File: src/rtl/isa_bus_cycle_decoder_if.sv
// Purpose: ISA-side bus and automate handshake bundle for isa_bus_cycle_decoder.
// Signals:
//   isa_sa[9:0], isa_aen, isa_ior_n, isa_iow_n : ISA bus inputs to the decoder
//   rdy                                        : completion from micro_program_automate
//   a[1:0], w, sel                             : select request to the automate
//   iochrdy, busy, timeout_err                 : bus stretch and status outputs
// Modports: slave = decoder side, master = ISA/automate side (bench or upstream logic).
interface isa_bus_cycle_decoder_if;
  logic [9:0] isa_sa;
  logic       isa_aen;
  logic       isa_ior_n;
  logic       isa_iow_n;
  logic       rdy;
  logic [1:0] a;
  logic       w;
  logic       sel;
  logic       iochrdy;
  logic       busy;
  logic       timeout_err;

  modport slave (
    input  isa_sa, isa_aen, isa_ior_n, isa_iow_n, rdy,
    output a, w, sel, iochrdy, busy, timeout_err
  );

  modport master (
    output isa_sa, isa_aen, isa_ior_n, isa_iow_n, rdy,
    input  a, w, sel, iochrdy, busy, timeout_err
  );
endinterface

File: src/rtl/isa_bus_cycle_decoder.sv
// Purpose: detect ISA I/O read/write cycles addressed to the board, latch offset and
//   direction, request the micro-program automate (sel active low) and stretch the ISA
//   cycle with IOCHRDY until the automate answers with rdy.
// Ports:
//   clk   : system clock, rising edge
//   reset : asynchronous, active-high reset
//   bus   : isa_bus_cycle_decoder_if.slave (ISA inputs, rdy in; a, w, sel, iochrdy,
//           busy, timeout_err out; all outputs registered)
// Parameters: BASE_ADDR (sa[9:2] match), WAIT_TIMEOUT (REQUEST abort limit, >= 2).
// Option: define CYCLE_TIMEOUT_EN to abort a REQUEST after WAIT_TIMEOUT cycles without rdy;
//   when undefined, REQUEST waits indefinitely and timeout_err stays 0.
module isa_bus_cycle_decoder #(
  parameter logic [9:0]  BASE_ADDR    = 10'h300,
  parameter int unsigned WAIT_TIMEOUT = 255
) (
  input  logic                          clk,
  input  logic                          reset,
  isa_bus_cycle_decoder_if.slave        bus
);

  typedef enum logic [1:0] {IDLE, REQUEST, HOLD} state_t;

  state_t     state_q;
  logic [1:0] ior_sync_q;   // [0] first stage, [1] synchronised level
  logic [1:0] iow_sync_q;
  logic       ior_prev_q;
  logic       iow_prev_q;
  logic [1:0] a_q;
  logic       w_q;
  logic       sel_q;
  logic       iochrdy_q;
  logic       busy_q;
  logic       timeout_err_q;

  logic ior_s2_c;
  logic iow_s2_c;
  logic ior_fall_c;
  logic iow_fall_c;
  logic addr_hit_c;
  logic start_c;
  logic expire_c;

  // Strobe synchronisers plus previous-level flops for edge detection
  always_ff @(posedge clk or posedge reset) begin
    if (reset) begin
      ior_sync_q <= 2'b11;
      iow_sync_q <= 2'b11;
      ior_prev_q <= 1'b1;
      iow_prev_q <= 1'b1;
    end else begin
      ior_sync_q <= {ior_sync_q[0], bus.isa_ior_n};
      iow_sync_q <= {iow_sync_q[0], bus.isa_iow_n};
      ior_prev_q <= ior_sync_q[1];
      iow_prev_q <= iow_sync_q[1];
    end
  end

  assign ior_s2_c   = ior_sync_q[1];
  assign iow_s2_c   = iow_sync_q[1];
  assign ior_fall_c = ~ior_s2_c & ior_prev_q;
  assign iow_fall_c = ~iow_s2_c & iow_prev_q;
  assign addr_hit_c = (bus.isa_sa[9:2] == BASE_ADDR[9:2]);
  // One strobe falls while the other is high; both low at once is an invalid cycle
  assign start_c    = ~bus.isa_aen & addr_hit_c &
                      ((ior_fall_c & iow_s2_c) | (iow_fall_c & ior_s2_c));

`ifdef CYCLE_TIMEOUT_EN
  localparam int unsigned CNT_RAW_W = $clog2(WAIT_TIMEOUT);
  localparam int unsigned CNT_W     = (CNT_RAW_W < 8) ? 8 : ((CNT_RAW_W > 16) ? 16 : CNT_RAW_W);
  localparam logic [CNT_W-1:0] LAST_CNT = CNT_W'(WAIT_TIMEOUT - 1);

  logic [CNT_W-1:0] cnt_q;

  // Held at zero in IDLE so each REQUEST starts counting from 0
  always_ff @(posedge clk or posedge reset) begin
    if (reset) begin
      cnt_q <= '0;
    end else if (state_q == IDLE) begin
      cnt_q <= '0;
    end else if (state_q == REQUEST) begin
      cnt_q <= cnt_q + CNT_W'(1);
    end
  end

  assign expire_c = (cnt_q == LAST_CNT);
`else
  logic unused_wait_timeout;
  assign unused_wait_timeout = ^32'(WAIT_TIMEOUT);
  assign expire_c = 1'b0;
`endif

  // Cycle FSM with registered outputs
  always_ff @(posedge clk or posedge reset) begin
    if (reset) begin
      state_q       <= IDLE;
      a_q           <= 2'b00;
      w_q           <= 1'b0;
      sel_q         <= 1'b1;
      iochrdy_q     <= 1'b1;
      busy_q        <= 1'b0;
      timeout_err_q <= 1'b0;
    end else begin
      case (state_q)
        IDLE: begin
          if (start_c) begin
            state_q       <= REQUEST;
            a_q           <= bus.isa_sa[1:0];
            w_q           <= iow_fall_c;
            sel_q         <= 1'b0;
            iochrdy_q     <= 1'b0;
            busy_q        <= 1'b1;
            timeout_err_q <= 1'b0;
          end
        end
        REQUEST: begin
          // rdy has priority over a simultaneous timeout
          if (bus.rdy) begin
            state_q   <= HOLD;
            sel_q     <= 1'b1;
            iochrdy_q <= 1'b1;
          end else if (expire_c) begin
            state_q       <= HOLD;
            sel_q         <= 1'b1;
            iochrdy_q     <= 1'b1;
            timeout_err_q <= 1'b1;
          end
        end
        HOLD: begin
          if (ior_s2_c && iow_s2_c) begin
            state_q <= IDLE;
            busy_q  <= 1'b0;
          end
        end
        default: begin
          state_q <= IDLE;
        end
      endcase
    end
  end

  assign bus.a           = a_q;
  assign bus.w           = w_q;
  assign bus.sel         = sel_q;
  assign bus.iochrdy     = iochrdy_q;
  assign bus.busy        = busy_q;
  assign bus.timeout_err = timeout_err_q;

endmodule
File: src/flat_wrapper.sv
// flat-port wrapper written by rule: the top's interface ports become plain ports
module isa_bus_cycle_decoder_flat 
#(
  parameter logic [9:0]  BASE_ADDR    = 10'h300,
  parameter int unsigned WAIT_TIMEOUT = 255
)
  (clk, reset, bus_isa_sa, bus_isa_aen, bus_isa_ior_n, bus_isa_iow_n, bus_rdy, bus_a, bus_w, bus_sel, bus_iochrdy, bus_busy, bus_timeout_err);
  isa_bus_cycle_decoder_if bus_i ();
  input  logic clk;
  input  logic reset;
  input wire logic [$bits(bus_i.isa_sa)-1:0] bus_isa_sa;
  input wire logic [$bits(bus_i.isa_aen)-1:0] bus_isa_aen;
  input wire logic [$bits(bus_i.isa_ior_n)-1:0] bus_isa_ior_n;
  input wire logic [$bits(bus_i.isa_iow_n)-1:0] bus_isa_iow_n;
  input wire logic [$bits(bus_i.rdy)-1:0] bus_rdy;
  output wire logic [$bits(bus_i.a)-1:0] bus_a;
  output wire logic [$bits(bus_i.w)-1:0] bus_w;
  output wire logic [$bits(bus_i.sel)-1:0] bus_sel;
  output wire logic [$bits(bus_i.iochrdy)-1:0] bus_iochrdy;
  output wire logic [$bits(bus_i.busy)-1:0] bus_busy;
  output wire logic [$bits(bus_i.timeout_err)-1:0] bus_timeout_err;
  assign bus_i.isa_sa = bus_isa_sa;
  assign bus_i.isa_aen = bus_isa_aen;
  assign bus_i.isa_ior_n = bus_isa_ior_n;
  assign bus_i.isa_iow_n = bus_isa_iow_n;
  assign bus_i.rdy = bus_rdy;
  assign bus_a = bus_i.a;
  assign bus_w = bus_i.w;
  assign bus_sel = bus_i.sel;
  assign bus_iochrdy = bus_i.iochrdy;
  assign bus_busy = bus_i.busy;
  assign bus_timeout_err = bus_i.timeout_err;
  isa_bus_cycle_decoder #(.BASE_ADDR(BASE_ADDR), .WAIT_TIMEOUT(WAIT_TIMEOUT)) u_core (.clk(clk), .reset(reset), .bus(bus_i));
endmodule
File: config.mk
export PLATFORM = sky130hd
export DESIGN_NAME = isa_bus_cycle_decoder_flat
export DESIGN_NICKNAME = d
export VERILOG_FILES = /design/src/rtl/isa_bus_cycle_decoder_if.sv /design/src/rtl/isa_bus_cycle_decoder.sv /design/src/flat_wrapper.sv
export SDC_FILE = /design/constraint.sdc
export NUM_CORES = 1
export LEC_CHECK = 0
export CAP_MARGIN = 20
export CORE_ASPECT_RATIO = 1.25
export CORE_UTILIZATION = 30
export DETAILED_ROUTE_END_ITERATION = 10
export PLACE_DENSITY_LB_ADDON = 0.1
export SYNTH_ARGS = -nofsm -noshare
export SYNTH_HDL_FRONTEND = slang
export SYNTH_SLANG_ARGS = --single-unit
export TNS_END_PERCENT = 50
File: constraint.sdc
create_clock -name clk -period 1.6 [get_ports clk]
set_input_delay 0.24 -clock clk [delete_from_list [all_inputs] [get_ports clk]]
set_output_delay 0.24 -clock clk [all_outputs]
set_load 0.05 [all_outputs]
==> out/metrics.yaml <==
status: "finished clean"
vias: 395
dieArea_um2: 1950
critPathCaptureType: "flop"
drtAntennaViolNets: 0
clk_pin_slew_ns: 0.08
max_freq_ghz: 0.6418
track_usage_pct: 11.76
postSynthCellCount: 41
drv_slew: 0
synth.avg_cell_area_um2: 13.00
grt_overflow: 0
wl_met3_um: 85
arrival_ns: 1.71
highest_layer: "met3"
rsz0062_at_grt: "yes"
p_comb_share_pct: 15.5
hold_ws_ns: 0.2788
ys_seq_area_share_pct: 62.68
worst_clock_skew_ns: 0.005235
dr.first_iter.drc_count: 1
synth_fp_nets: 57
r2r_slack_ns: 0.04
min_path_type: "input port to async pin"
clockBufferDepth: 2
nets: 85
drt_pass1_iterations: 2
cts_tree: "built"
period_share_pct: 97.38
ys_seq_elements: 13
synthTopCellsByCount: "7 x dfstp_2, 6 x dfrtp_1, 4 x inv_1, 4 x o21ai_0"
wl_per_cell_um: 11.17
initial_core_util_pct: 32.87
wl_met2_um: 502
drive_above_1_share_pct: 42.65
power_uw: 652.1
rows: 16
vias_per_cell: 4.593
hold_violations: 0
yosysMostFrequentCell: "dfstp_2"
cp_top_family: "flip-flops"
power_leakage_uw: 0.0003758
num-fill-cells: 157
diodes: 0
io_buffers: 21
m1WireLength_um: 373
antenna_found_initial: 0
async_flop_share_pct: 100.0
power_frac_seq_pct: 54.7
switchingPower_uw: 153.8
fp.coreArea_um2: 1622
power_density_nw_per_um2: 772.1
ys.flop_type: "dfstp_2"
cts.sinks: 13
grt_start_max_net_pins: 14
grt_pass1_wl_um: 1607
crit_type: "flop to flop"
syn_area_um2: 533.0
cts_buffers: 3
p_sw_share_pct: 23.59
grt_pass1_vias: 420
die_y_um: 49.13
p_int_uw: 498.2
peakVddDrop_v: 0.0004871
synth_top_area_share_pct: 34.51
gp_congestion: 0.6632
crit_chain: "nor2b_4 > a21oi_4 > nor4_4 > buf_4 > mux2_4"
synth.distinct_cells: 18
crit_slowest_cell: "dfstp_2"
crit_buf_inv: 1
max_cap_viol_count: 0
cpPeakStageDelay_ns: 0.52
drc: 0
fin_crit_ns: 1.558
crit_fanout: 3
ys_top_cells_by_area: "dfstp_2 35%, dfrtp_1 28%, mux2_2 6.3%"
ios: 23
synth_edf_count: 0
ys_warn_count: 0
cts_hold_buf: 0
clk_latency_ns: 0.27
start_kind: "flop"
setup-violations-final: 0
clkPwrFrac_pct: 29.8
areaGrowthSynthToFinish_pct: 58.45
dieWidth_um: 39.70
cts_root_buffer: "clkbuf_4"
drt-total-wl_um: 961
htree_levels: 1
required_ns: 1.75
yosysTopAreaCell: "dfstp_2"
-- cell usage in the layout, fill, tap and decap left out --
master / netlist / final
mux2_4: 0 / 3
inv_1: 4 / 4
or3_1: 1 / 1
buf_4: 2 / 8
nand2_1: 3 / 3
a21oi_4: 0 / 1
nor4_4: 1 / 1
nor2_1: 1 / 1
clkdlybuf4s50_1: 0 / 13
conb_1: 1 / 1
o21ai_1: 0 / 1
clkbuf_4: 0 / 3
and4bb_2: 1 / 1
dfstp_2: 7 / 7
clkbuf_1: 0 / 1
nand3b_1: 1 / 1
dfrtp_1: 6 / 6
nor2b_4: 0 / 1
o21ai_0: 4 / 3
nor4_2: 1 / 1
or2b_1: 1 / 1
buf_12: 0 / 2
a21oi_1: 2 / 1
dlygate4sd2_1: 0 / 2
a22oi_2: 1 / 1
-- registers in the layout, summed over array words and instances, names as in the netlist --
name,cells
u_core.bus.a,2
u_core.ior_sync_q,2
u_core.iow_sync_q,2
u_core.state_q,2
u_core.bus.busy,1
u_core.bus.sel,1
u_core.bus.w,1
u_core.ior_prev_q,1
u_core.iow_prev_q,1
-- path summary, 6_finish.rpt --
| check | to | cells past startpoint | startpoint |
|---|---|---|---|
| max in group asynchronous | u_core.iow_sync_q[0]$_DFF_PP1_ | 2 | reset |
| hold reg to reg | u_core.iow_sync_q[1]$_DFF_PP1_ | 0 | u_core.iow_sync_q[0]$_DFF_PP1_ |
| setup / recovery | u_core.bus.a[0]$_DFFE_PP0P_ | 5 | u_core.iow_prev_q$_DFF_PP1_ |
| hold / removal | u_core.bus.a[1]$_DFFE_PP0P_ | 2 | reset |
| min in group clk | u_core.iow_sync_q[1]$_DFF_PP1_ | 0 | u_core.iow_sync_q[0]$_DFF_PP1_ |
| setup reg to reg | u_core.bus.a[0]$_DFFE_PP0P_ | 5 | u_core.iow_prev_q$_DFF_PP1_ |
-- metal layers --
metal | up-vias | track usage [%]
li1 | 188 | -
met1 | 187 | 14.68
met2 | 20 | 18.31
met3 | 0 | 3.196
met4 | 0 | 5.172
met5 | - | 0
-- area by class of cell --
class                      count  area, µm²  area share [%]
inverter                       4      15.01           1.778
tap                           18      22.52           2.667
sequential                    13      334.1           39.56
clock buffer                   4      26.28           3.111
timing repair buffer          25      247.7           29.33
multi-input combinational     22      198.9           23.56
-- stage by stage --
stage          cells  util (%)  setup slack (ns)  area [µm²]  TNS [ns]
6_report          86     52.08           0.04196       844.6         0
4_1_cts           86     50.69          0.005229       822.0         0
3_5_place_dp      80     47.84           -0.2201       775.7   -0.7985
5_1_grt           86     52.08          -0.04030       844.6  -0.07525
3_3_place_gp      80     47.84           -0.1736       775.7   -0.5632
2_1_floorplan     41         -           0.08629       533.0         0
-- logic make-up after synthesis --
group / count (synthesis) / share of synthesized area (%)
flops: 13 / 62.68
other cells: 1 / 0.7035
simple gates: 11 / 16.67
compound gates: 7 / 7.981
mux: 3 / 6.338
buf+inv: 6 / 5.632
-- timing repair --
action | in CTS | in global routing
gates resized for setup | 4 | 6
hold endpoints to repair | 0 | 0
buffers inserted | 2 | 0
pin swaps | 3 | 2
gates cloned | 0 | 0
endpoints found under the setup margin | 3 | 3
-- power by group through the flow --
stage	sequential, µW	combinational (µW)	clock (µW)
after floorplan	374	31.3	0
after global placement	360	98.2	0
after detailed placement	361	98.8	0
after CTS	355	97.9	205
after global routing	359	109	218
final	356	101	194
Power figures use the tool's default switching activity.
